File: config.mk
export PLATFORM = sky130hd
export DESIGN_NAME = param_icache_flat
export DESIGN_NICKNAME = d
export VERILOG_FILES = /design/src/rtl/cpu_types_pkg.sv /design/src/rtl/param_icache_if.sv /design/src/rtl/icache_fill_ctrl.sv /design/src/rtl/param_icache.sv /design/src/flat_wrapper.sv
export SDC_FILE = /design/constraint.sdc
export NUM_CORES = 2
export LEC_CHECK = 0
export CAP_MARGIN = 25
export CORE_AREA = 2 2 521 523
export DETAILED_ROUTE_END_ITERATION = 10
export DIE_AREA = 0 0 523 525
export SYNTH_ARGS = -nofsm -noshare
export SYNTH_HDL_FRONTEND = slang
export SYNTH_SLANG_ARGS = --single-unit
File: constraint.sdc
create_clock -name CLK -period 6.93 [get_ports CLK]
set_input_delay 1.7325 -clock CLK [delete_from_list [all_inputs] [get_ports CLK]]
set_output_delay 1.7325 -clock CLK [all_outputs]
set_load 0.02 [all_outputs]
File: src/rtl/cpu_types_pkg.sv
// Shared types for the instruction-side memory hierarchy: word type, cache
// controller states and the fixed byte-offset width of a 32-bit word address.
package cpu_types_pkg;

    typedef logic [31:0] word_t;

    typedef enum logic {
        IC_IDLE = 1'b0,
        IC_FILL = 1'b1
    } icache_state_t;

    localparam int IC_BYTE_OFF_W = 2;

endpackage

File: src/rtl/param_icache_if.sv
// Fetch-side and memory-side signals of the instruction cache, bundled so the
// cache (slave) and its environment (master: datapath plus memory) share one port.
interface param_icache_if;
    import cpu_types_pkg::*;

    // datapath fetch port
    logic  imemREN;
    word_t imemaddr;
    logic  ihit;
    word_t imemload;

    // memory controller instruction port
    logic  iREN;
    word_t iaddr;
    logic  iwait;
    word_t iload;

    modport slave (
        input  imemREN, imemaddr, iwait, iload,
        output ihit, imemload, iREN, iaddr
    );

    modport master (
        output imemREN, imemaddr, iwait, iload,
        input  ihit, imemload, iREN, iaddr
    );

endinterface

File: src/rtl/icache_fill_ctrl.sv
// Refill sequencer: latches the missing block, walks its words over the
// iREN/iwait handshake and tells the arrays when to write data and commit tag/valid.
module icache_fill_ctrl
    import cpu_types_pkg::*;
#(
    parameter  int SETS   = 16,
    parameter  int WORDS  = 2,
    localparam int OFF_W  = $clog2(WORDS),
    localparam int IDX_W  = $clog2(SETS),
    localparam int TAG_W  = 32 - IC_BYTE_OFF_W - OFF_W - IDX_W,
    localparam int WCNT_W = (OFF_W > 0) ? OFF_W : 1
) (
    input  logic              clk,
    input  logic              rst_n,
    input  logic              i_start,
    input  word_t             i_req_addr,
    input  logic              i_iwait,
    output logic              o_idle,
    output logic              o_iren,
    output word_t             o_iaddr,
    output logic              o_we,
    output logic [IDX_W-1:0]  o_wr_idx,
    output logic [WCNT_W-1:0] o_wr_off,
    output logic              o_commit,
    output logic [TAG_W-1:0]  o_fill_tag
);

    localparam word_t BLK_MASK = ~word_t'(WORDS * 4 - 1);

    icache_state_t     r_state, w_state_nxt;
    logic [WCNT_W-1:0] r_wcnt, w_wcnt_nxt;
    word_t             r_fill_addr, w_fill_addr_nxt;
    logic              w_last;

    // With WORDS=1 the counter is a single constant-zero bit, so every word is the last.
    assign w_last = (r_wcnt == WCNT_W'(WORDS - 1));

    // NOTE: state registers use non-blocking assignments so every flop samples
    // pre-edge values, independent of the order the simulator runs processes.
    always_ff @(posedge clk or negedge rst_n) begin
        if (!rst_n) begin
            r_state     <= IC_IDLE;
            r_wcnt      <= '0;
            r_fill_addr <= '0;
        end else begin
            r_state     <= w_state_nxt;
            r_wcnt      <= w_wcnt_nxt;
            r_fill_addr <= w_fill_addr_nxt;
        end
    end

    // NOTE: every output of this block is given a default first; a path that
    // left one unassigned would infer a latch.
    always_comb begin
        w_state_nxt     = r_state;
        w_wcnt_nxt      = r_wcnt;
        w_fill_addr_nxt = r_fill_addr;
        o_idle          = 1'b0;
        o_iren          = 1'b0;
        o_iaddr         = '0;
        o_we            = 1'b0;
        o_commit        = 1'b0;

        case (r_state)
            IC_IDLE: begin
                o_idle = 1'b1;
                if (i_start) begin
                    w_state_nxt     = IC_FILL;
                    w_wcnt_nxt      = '0;
                    w_fill_addr_nxt = i_req_addr & BLK_MASK;
                end
            end
            IC_FILL: begin
                o_iren  = 1'b1;
                o_iaddr = r_fill_addr | (word_t'(r_wcnt) << IC_BYTE_OFF_W);
                if (!i_iwait) begin
                    o_we = 1'b1;
                    if (w_last) begin
                        o_commit    = 1'b1;
                        w_state_nxt = IC_IDLE;
                        w_wcnt_nxt  = '0;
                    end else begin
                        w_wcnt_nxt = r_wcnt + WCNT_W'(1);
                    end
                end
            end
        endcase
    end

    assign o_wr_idx   = IDX_W'(r_fill_addr >> (IC_BYTE_OFF_W + OFF_W));
    assign o_fill_tag = TAG_W'(r_fill_addr >> (IC_BYTE_OFF_W + OFF_W + IDX_W));
    assign o_wr_off   = r_wcnt;

endmodule

File: src/rtl/param_icache.sv
// Direct-mapped instruction cache with same-cycle hits and word-by-word refill.
// Define ICACHE_STATS_EN to add the hit_count/miss_count performance counters.
module param_icache
    import cpu_types_pkg::*;
#(
    parameter int SETS  = 16,
    parameter int WORDS = 2
) (
    input  logic  CLK,
    input  logic  nRST,
    param_icache_if.slave bus
`ifdef ICACHE_STATS_EN
    ,
    output word_t hit_count,
    output word_t miss_count
`endif
);

    localparam int OFF_W  = $clog2(WORDS);
    localparam int IDX_W  = $clog2(SETS);
    localparam int TAG_W  = 32 - IC_BYTE_OFF_W - OFF_W - IDX_W;
    localparam int WCNT_W = (OFF_W > 0) ? OFF_W : 1;

    word_t             r_data  [SETS][WORDS];
    logic [TAG_W-1:0]  r_tag   [SETS];
    logic [SETS-1:0]   r_valid;

    logic [IDX_W-1:0]  w_idx;
    logic [TAG_W-1:0]  w_tag;
    logic [WCNT_W-1:0] w_off;
    logic              w_idle;
    logic              w_match;
    logic              w_hit;
    logic              w_start;
    logic              w_iren;
    word_t             w_iaddr;
    logic              w_we;
    logic [IDX_W-1:0]  w_wr_idx;
    logic [WCNT_W-1:0] w_wr_off;
    logic              w_commit;
    logic [TAG_W-1:0]  w_fill_tag;

    assign w_idx = IDX_W'(bus.imemaddr >> (IC_BYTE_OFF_W + OFF_W));
    assign w_tag = TAG_W'(bus.imemaddr >> (IC_BYTE_OFF_W + OFF_W + IDX_W));
    assign w_off = (OFF_W == 0) ? '0 : WCNT_W'(bus.imemaddr >> IC_BYTE_OFF_W);

    assign w_match = r_valid[w_idx] && (r_tag[w_idx] == w_tag);
    assign w_hit   = w_idle && bus.imemREN && w_match;
    assign w_start = w_idle && bus.imemREN && !w_match;

    assign bus.ihit     = w_hit;
    assign bus.imemload = r_data[w_idx][w_off];
    assign bus.iREN     = w_iren;
    assign bus.iaddr    = w_iaddr;

    icache_fill_ctrl #(
        .SETS  (SETS),
        .WORDS (WORDS)
    ) u_fill_ctrl (
        .clk        (CLK),
        .rst_n      (nRST),
        .i_start    (w_start),
        .i_req_addr (bus.imemaddr),
        .i_iwait    (bus.iwait),
        .o_idle     (w_idle),
        .o_iren     (w_iren),
        .o_iaddr    (w_iaddr),
        .o_we       (w_we),
        .o_wr_idx   (w_wr_idx),
        .o_wr_off   (w_wr_off),
        .o_commit   (w_commit),
        .o_fill_tag (w_fill_tag)
    );

    // NOTE: the arrays are flops, not SRAM, so they can be cleared by reset;
    // that keeps imemload at zero after reset instead of leaking stale words.
    always_ff @(posedge CLK or negedge nRST) begin
        if (!nRST) begin
            r_valid <= '0;
            for (int s = 0; s < SETS; s++) begin
                r_tag[s] <= '0;
                for (int w = 0; w < WORDS; w++) begin
                    r_data[s][w] <= '0;
                end
            end
        end else begin
            if (w_we) begin
                r_data[w_wr_idx][w_wr_off] <= bus.iload;
            end
            // Invalidate on fill start so a partially refilled block can never hit.
            if (w_start) begin
                r_valid[w_idx] <= 1'b0;
            end
            if (w_commit) begin
                r_valid[w_wr_idx] <= 1'b1;
                r_tag[w_wr_idx]   <= w_fill_tag;
            end
        end
    end

`ifdef ICACHE_STATS_EN
    word_t r_hit_count;
    word_t r_miss_count;

    always_ff @(posedge CLK or negedge nRST) begin
        if (!nRST) begin
            r_hit_count  <= '0;
            r_miss_count <= '0;
        end else begin
            if (w_hit) begin
                r_hit_count <= r_hit_count + 32'd1;
            end
            if (w_start) begin
                r_miss_count <= r_miss_count + 32'd1;
            end
        end
    end

    assign hit_count  = r_hit_count;
    assign miss_count = r_miss_count;
`endif

endmodule
File: src/flat_wrapper.sv
// flat-port wrapper written by rule: the top's interface ports become plain ports
module param_icache_flat import cpu_types_pkg::*;
#(
    parameter int SETS  = 16,
    parameter int WORDS = 2
)
  (CLK, nRST, bus_imemREN, bus_imemaddr, bus_iwait, bus_iload, bus_ihit, bus_imemload, bus_iREN, bus_iaddr);
  param_icache_if bus_i ();
  input  logic CLK;
  input  logic nRST;
  input wire logic [$bits(bus_i.imemREN)-1:0] bus_imemREN;
  input wire logic [$bits(bus_i.imemaddr)-1:0] bus_imemaddr;
  input wire logic [$bits(bus_i.iwait)-1:0] bus_iwait;
  input wire logic [$bits(bus_i.iload)-1:0] bus_iload;
  output wire logic [$bits(bus_i.ihit)-1:0] bus_ihit;
  output wire logic [$bits(bus_i.imemload)-1:0] bus_imemload;
  output wire logic [$bits(bus_i.iREN)-1:0] bus_iREN;
  output wire logic [$bits(bus_i.iaddr)-1:0] bus_iaddr;
  assign bus_i.imemREN = bus_imemREN;
  assign bus_i.imemaddr = bus_imemaddr;
  assign bus_i.iwait = bus_iwait;
  assign bus_i.iload = bus_iload;
  assign bus_ihit = bus_i.ihit;
  assign bus_imemload = bus_i.imemload;
  assign bus_iREN = bus_i.iREN;
  assign bus_iaddr = bus_i.iaddr;
  param_icache #(.SETS(SETS), .WORDS(WORDS)) u_core (.CLK(CLK), .nRST(nRST), .bus(bus_i));
endmodule
==> impl_metrics.tcl <==
set metrics [dict create \
    totalNegativeSetupSlack_ns 0 \
    clockBufferDepth 3 \
    die_area_um2 275000 \
    synthArstFlopShare_pct 100 \
    root_buffer "clkbuf_16" \
    max-slew-margin-rel_pct 26.3 \
    number_of_warnings_issued_by_yosys 0 \
    cts_setup_buffers 0 \
    synthTopCellsByArea "dfrtp_1, mux2_2, mux4_2" \
    synth_seq_area_share_pct 54.9 \
    grt_overflow_total 0 \
    switching_share_pct 29.0 \
    post-route-period-util_pct 95.5 \
    post_drt_wl_per_cell_um 22.8 \
    clk-insertion-delay-late_ns 0.78 \
    layout_common_cells "dfrtp_1, mux2_2, nand2_1" \
    rows 191 \
    status "finished, final reports clean" \
    globalplace.congestion 0.756 \
    hp-class "flip-flop to flip-flop" \
    drt-vias-per-instance 4.76 \
    synthesis.area_um2 67000 \
    pre_cts_slack_ns 0.151 \
    grt_max_degree 184 \
    timing.critical_path.max_delay_family "buffers and inverters" \
    postSynthAreaPerCell_um2 14.6 \
    max_freq_ghz 0.151 \
    tritoncts "built" \
    layout_commonest_cell "dfrtp_1" \
    finalCoreUtilization_pct 29.0 \
    die_w_um 523 \
    synth.distinct_cells 58 \
    power_frac_seq_pct 47.2 \
    port_buffer_cells 129 \
    synth_largest_area_cell "dfrtp_1" \
    post-synth-top-area-fraction_pct 54.9 \
    htreeDepth 4 \
    timing.critical_path.slowest_cell_delay_ns 0.58 \
    final.min_clock_period_ns 6.62 \
    critical_path.n_buffers_inverters 5 \
    power.ir.vdd_worst_uv 241 \
    grt_util_all_layers_pct 13.6 \
    critical_path_arrival_ns 4.89 \
    gate_count_of_the_mapped_netlist 4599 \
    areaGrowthSynthToFinish_pct 16.4 \
    final_max_slew_viol_count 0 \
    drc 0 \
    rsz0062_at_grt "no" \
    number_of_global_route_vias_before_repair 41600 \
    antenna_found_initial 18 \
    route.antenna.remaining_nets 0 \
    pwr-share-comb_pct 26.3 \
    power.density_cell_area_nw_per_um2 383 \
    initial_core_util_pct 24.9 \
    grt_pass1_wl_um 282000 \
    final_hold_viol_count 0 \
    cp_cell_sequence "buf_8 -> buf_12 -> buf_12 -> buf_4 -> mux4_2 -> mux4_2 -> mux2_2 -> clkdlybuf4s50_1" \
    synth_top_flop_cell "dfrtp_1" \
    io-pin-count 134 \
    cts.reportedPaths.clkPinSlew_ns 0.06 \
    detailed_place_hpwl_um 106000 \
    worst-endpoint-required_ns 5.20 \
    yosys_register_bits 1471 \
    design.final.nets 4672 \
    startpoint_type "input pin" \
    firstDrtPassIters 5 \
    number_of_setup_violations_in_the_final_report 0 \
    crit_path_max_fanout 26 \
    num_vias 39500 \
    p_sw_mw 8.65 \
    drt_first_iter_violations 3288 \
    drv.max_cap_violation_count 0 \
    fraction_of_layout_cells_with_a_size_suffix_above_1_pct 44.6 \
    clock_skew_ns 0.0254 \
    synth-edff-count 0 \
    worst_slew_pin_slew_ns 1.10 \
    finalPower_mw 29.9 \
    leakage_nw 35.4 \
    slowest_cp_cell "mux4_2" \
    cts.sinks 1471 \
    die_y_um 525 \
    clkPwrFrac_pct 26.5 \
    core_area_um2 269000 \
    drt-total-wl_um 189000 \
    worst_setup_path_end_kind "output port" \
    critPathKind "input pin to output port" \
    cts_inserted_buffers 142 \
    fin_ws_ns 0.311 \
    power_report.internal_total_mw 21.2 \
]
-- area by class of cell --
cell class	count	area, µm²
Timing Repair Buffer	279	3280
Antenna cell	3	7.51
Fill cell	26800	191000
Tap cell	3570	4470
Multi-Input combinational cell	2692	28700
Inverter	18	72.6
Sequential cell	1471	36800
Clock inverter	41	467
Clock buffer	210	4230
-- path summary, 6_finish.rpt --
kind | slack (ns) | cells past startpoint | start | end
worst max-delay path | 0.31 | 8 | bus_imemaddr[3] | bus_imemload[10]
worst min-delay path | 0.47 | 2 | u_core.r_data[839] | u_core.r_data[839]
worst max register to register | 3.21 | 9 | u_core.r_tag[134] | u_core.u_fill_ctrl.r_fill_addr[4]
worst min register to register | 0.47 | 2 | u_core.r_data[839] | u_core.r_data[839]
max in group asynchronous | 4.49 | 3 | nRST | u_core.r_data[892]
min in group asynchronous | 0.91 | 1 | nRST | u_core.r_tag[205]
-- synthesized netlist by cell type, types with 2 or more instances --
cell          n
buf_2        15
dfrtp_1    1471
buf_1       111
o2bb2ai_1     2
or3_1         3
o211ai_1      2
a31oi_1       3
a22o_1        3
clkbuf_1    265
a211o_1       2
a21o_1        2
inv_1        17
a21oi_1       6
or2_2         3
buf_4        19
mux2_2     1266
mux4_2      407
nand3_1       9
a2bb2oi_1     4
mux2_1       12
nor2b_1      11
a221o_1       2
nand2b_1     10
a22oi_1       4
nand2_1     712
nor3_1        6
mux2i_1      55
o21ai_0       9
a211oi_1      7
and2_1       31
nand4_1       2
o221ai_1      4
nor2_1       31
buf_6         9
o22ai_1      16
nor3b_1       2
o32a_1       17
xor2_1       23
nor4_1        6
nand3b_1      2
-- power by group through the flow --
stage / sequential (mW) / clock (mW) / combinational (mW)
after floorplan: 13.3 / 0 / 6.03
after global placement: 13.9 / 0 / 7.69
after detailed placement: 14.2 / 0 / 7.93
after CTS: 14.0 / 8.12 / 7.96
after global routing: 14.5 / 8.50 / 8.49
final: 14.1 / 7.92 / 7.85
-- kinds of logic (layout without fill, tap and decap cells) --
family          after synthesis  after routing  synth area share (%)
mux                        1740           1740                  36.0
flops                      1471           1471                  54.9
simple gates                833            833                  5.00
buf+inv                     437            548                  2.68
compound gates               93             93                  1.08
xor+xnor                     24             24                 0.314
other cells                   1              5               0.00560
-- flip-flops by register name, summed over array words and instances, names as in the netlist --
signal and flops:
u_core.u_fill_ctrl.r_fill_addr 29, u_core.r_tag 400, u_core.u_fill_ctrl.o_wr_off 1, u_core.r_data 1024, u_core.r_valid 16, u_core.u_fill_ctrl.r_state 1
-- tightest hold or removal path, cell delays in order (launching register included) --
cell,delay (ns)
dfrtp_1,0.34
nand2_1,0.05
nand2_1,0.05
-- per-stage QoR --
| stage | area (µm²) | std cells | hold slack (ns) |
|---|---|---|---|
| final | 78000 | 8284 | 0.471 |
| after global routing | 78000 | 8281 | 0.493 |
| after CTS | 77500 | 8261 | 0.475 |
| after detailed placement | 72800 | 8010 | 0.460 |
| after global placement | 72800 | 8009 | 0.456 |
| after floorplan | 67000 | 4600 | 0.438 |
-- metal layers --
metal | vias up | GRT usage [%] | share of wire, %
met1 | 21600 | 19.5 | 46
li1 | 16500 | - | -
met2 | 1102 | 21.3 | 47
met5 | - | 0 | 0.026
met4 | 8 | 3.30 | 2.0
met3 | 265 | 2.31 | 5.3
-- timing repair --
action	4_1_cts	5_1_grt
hold buffers	0	0
endpoints found under the setup margin	0	1
gates resized for setup	0	3
(Power assumes the default switching activity.)
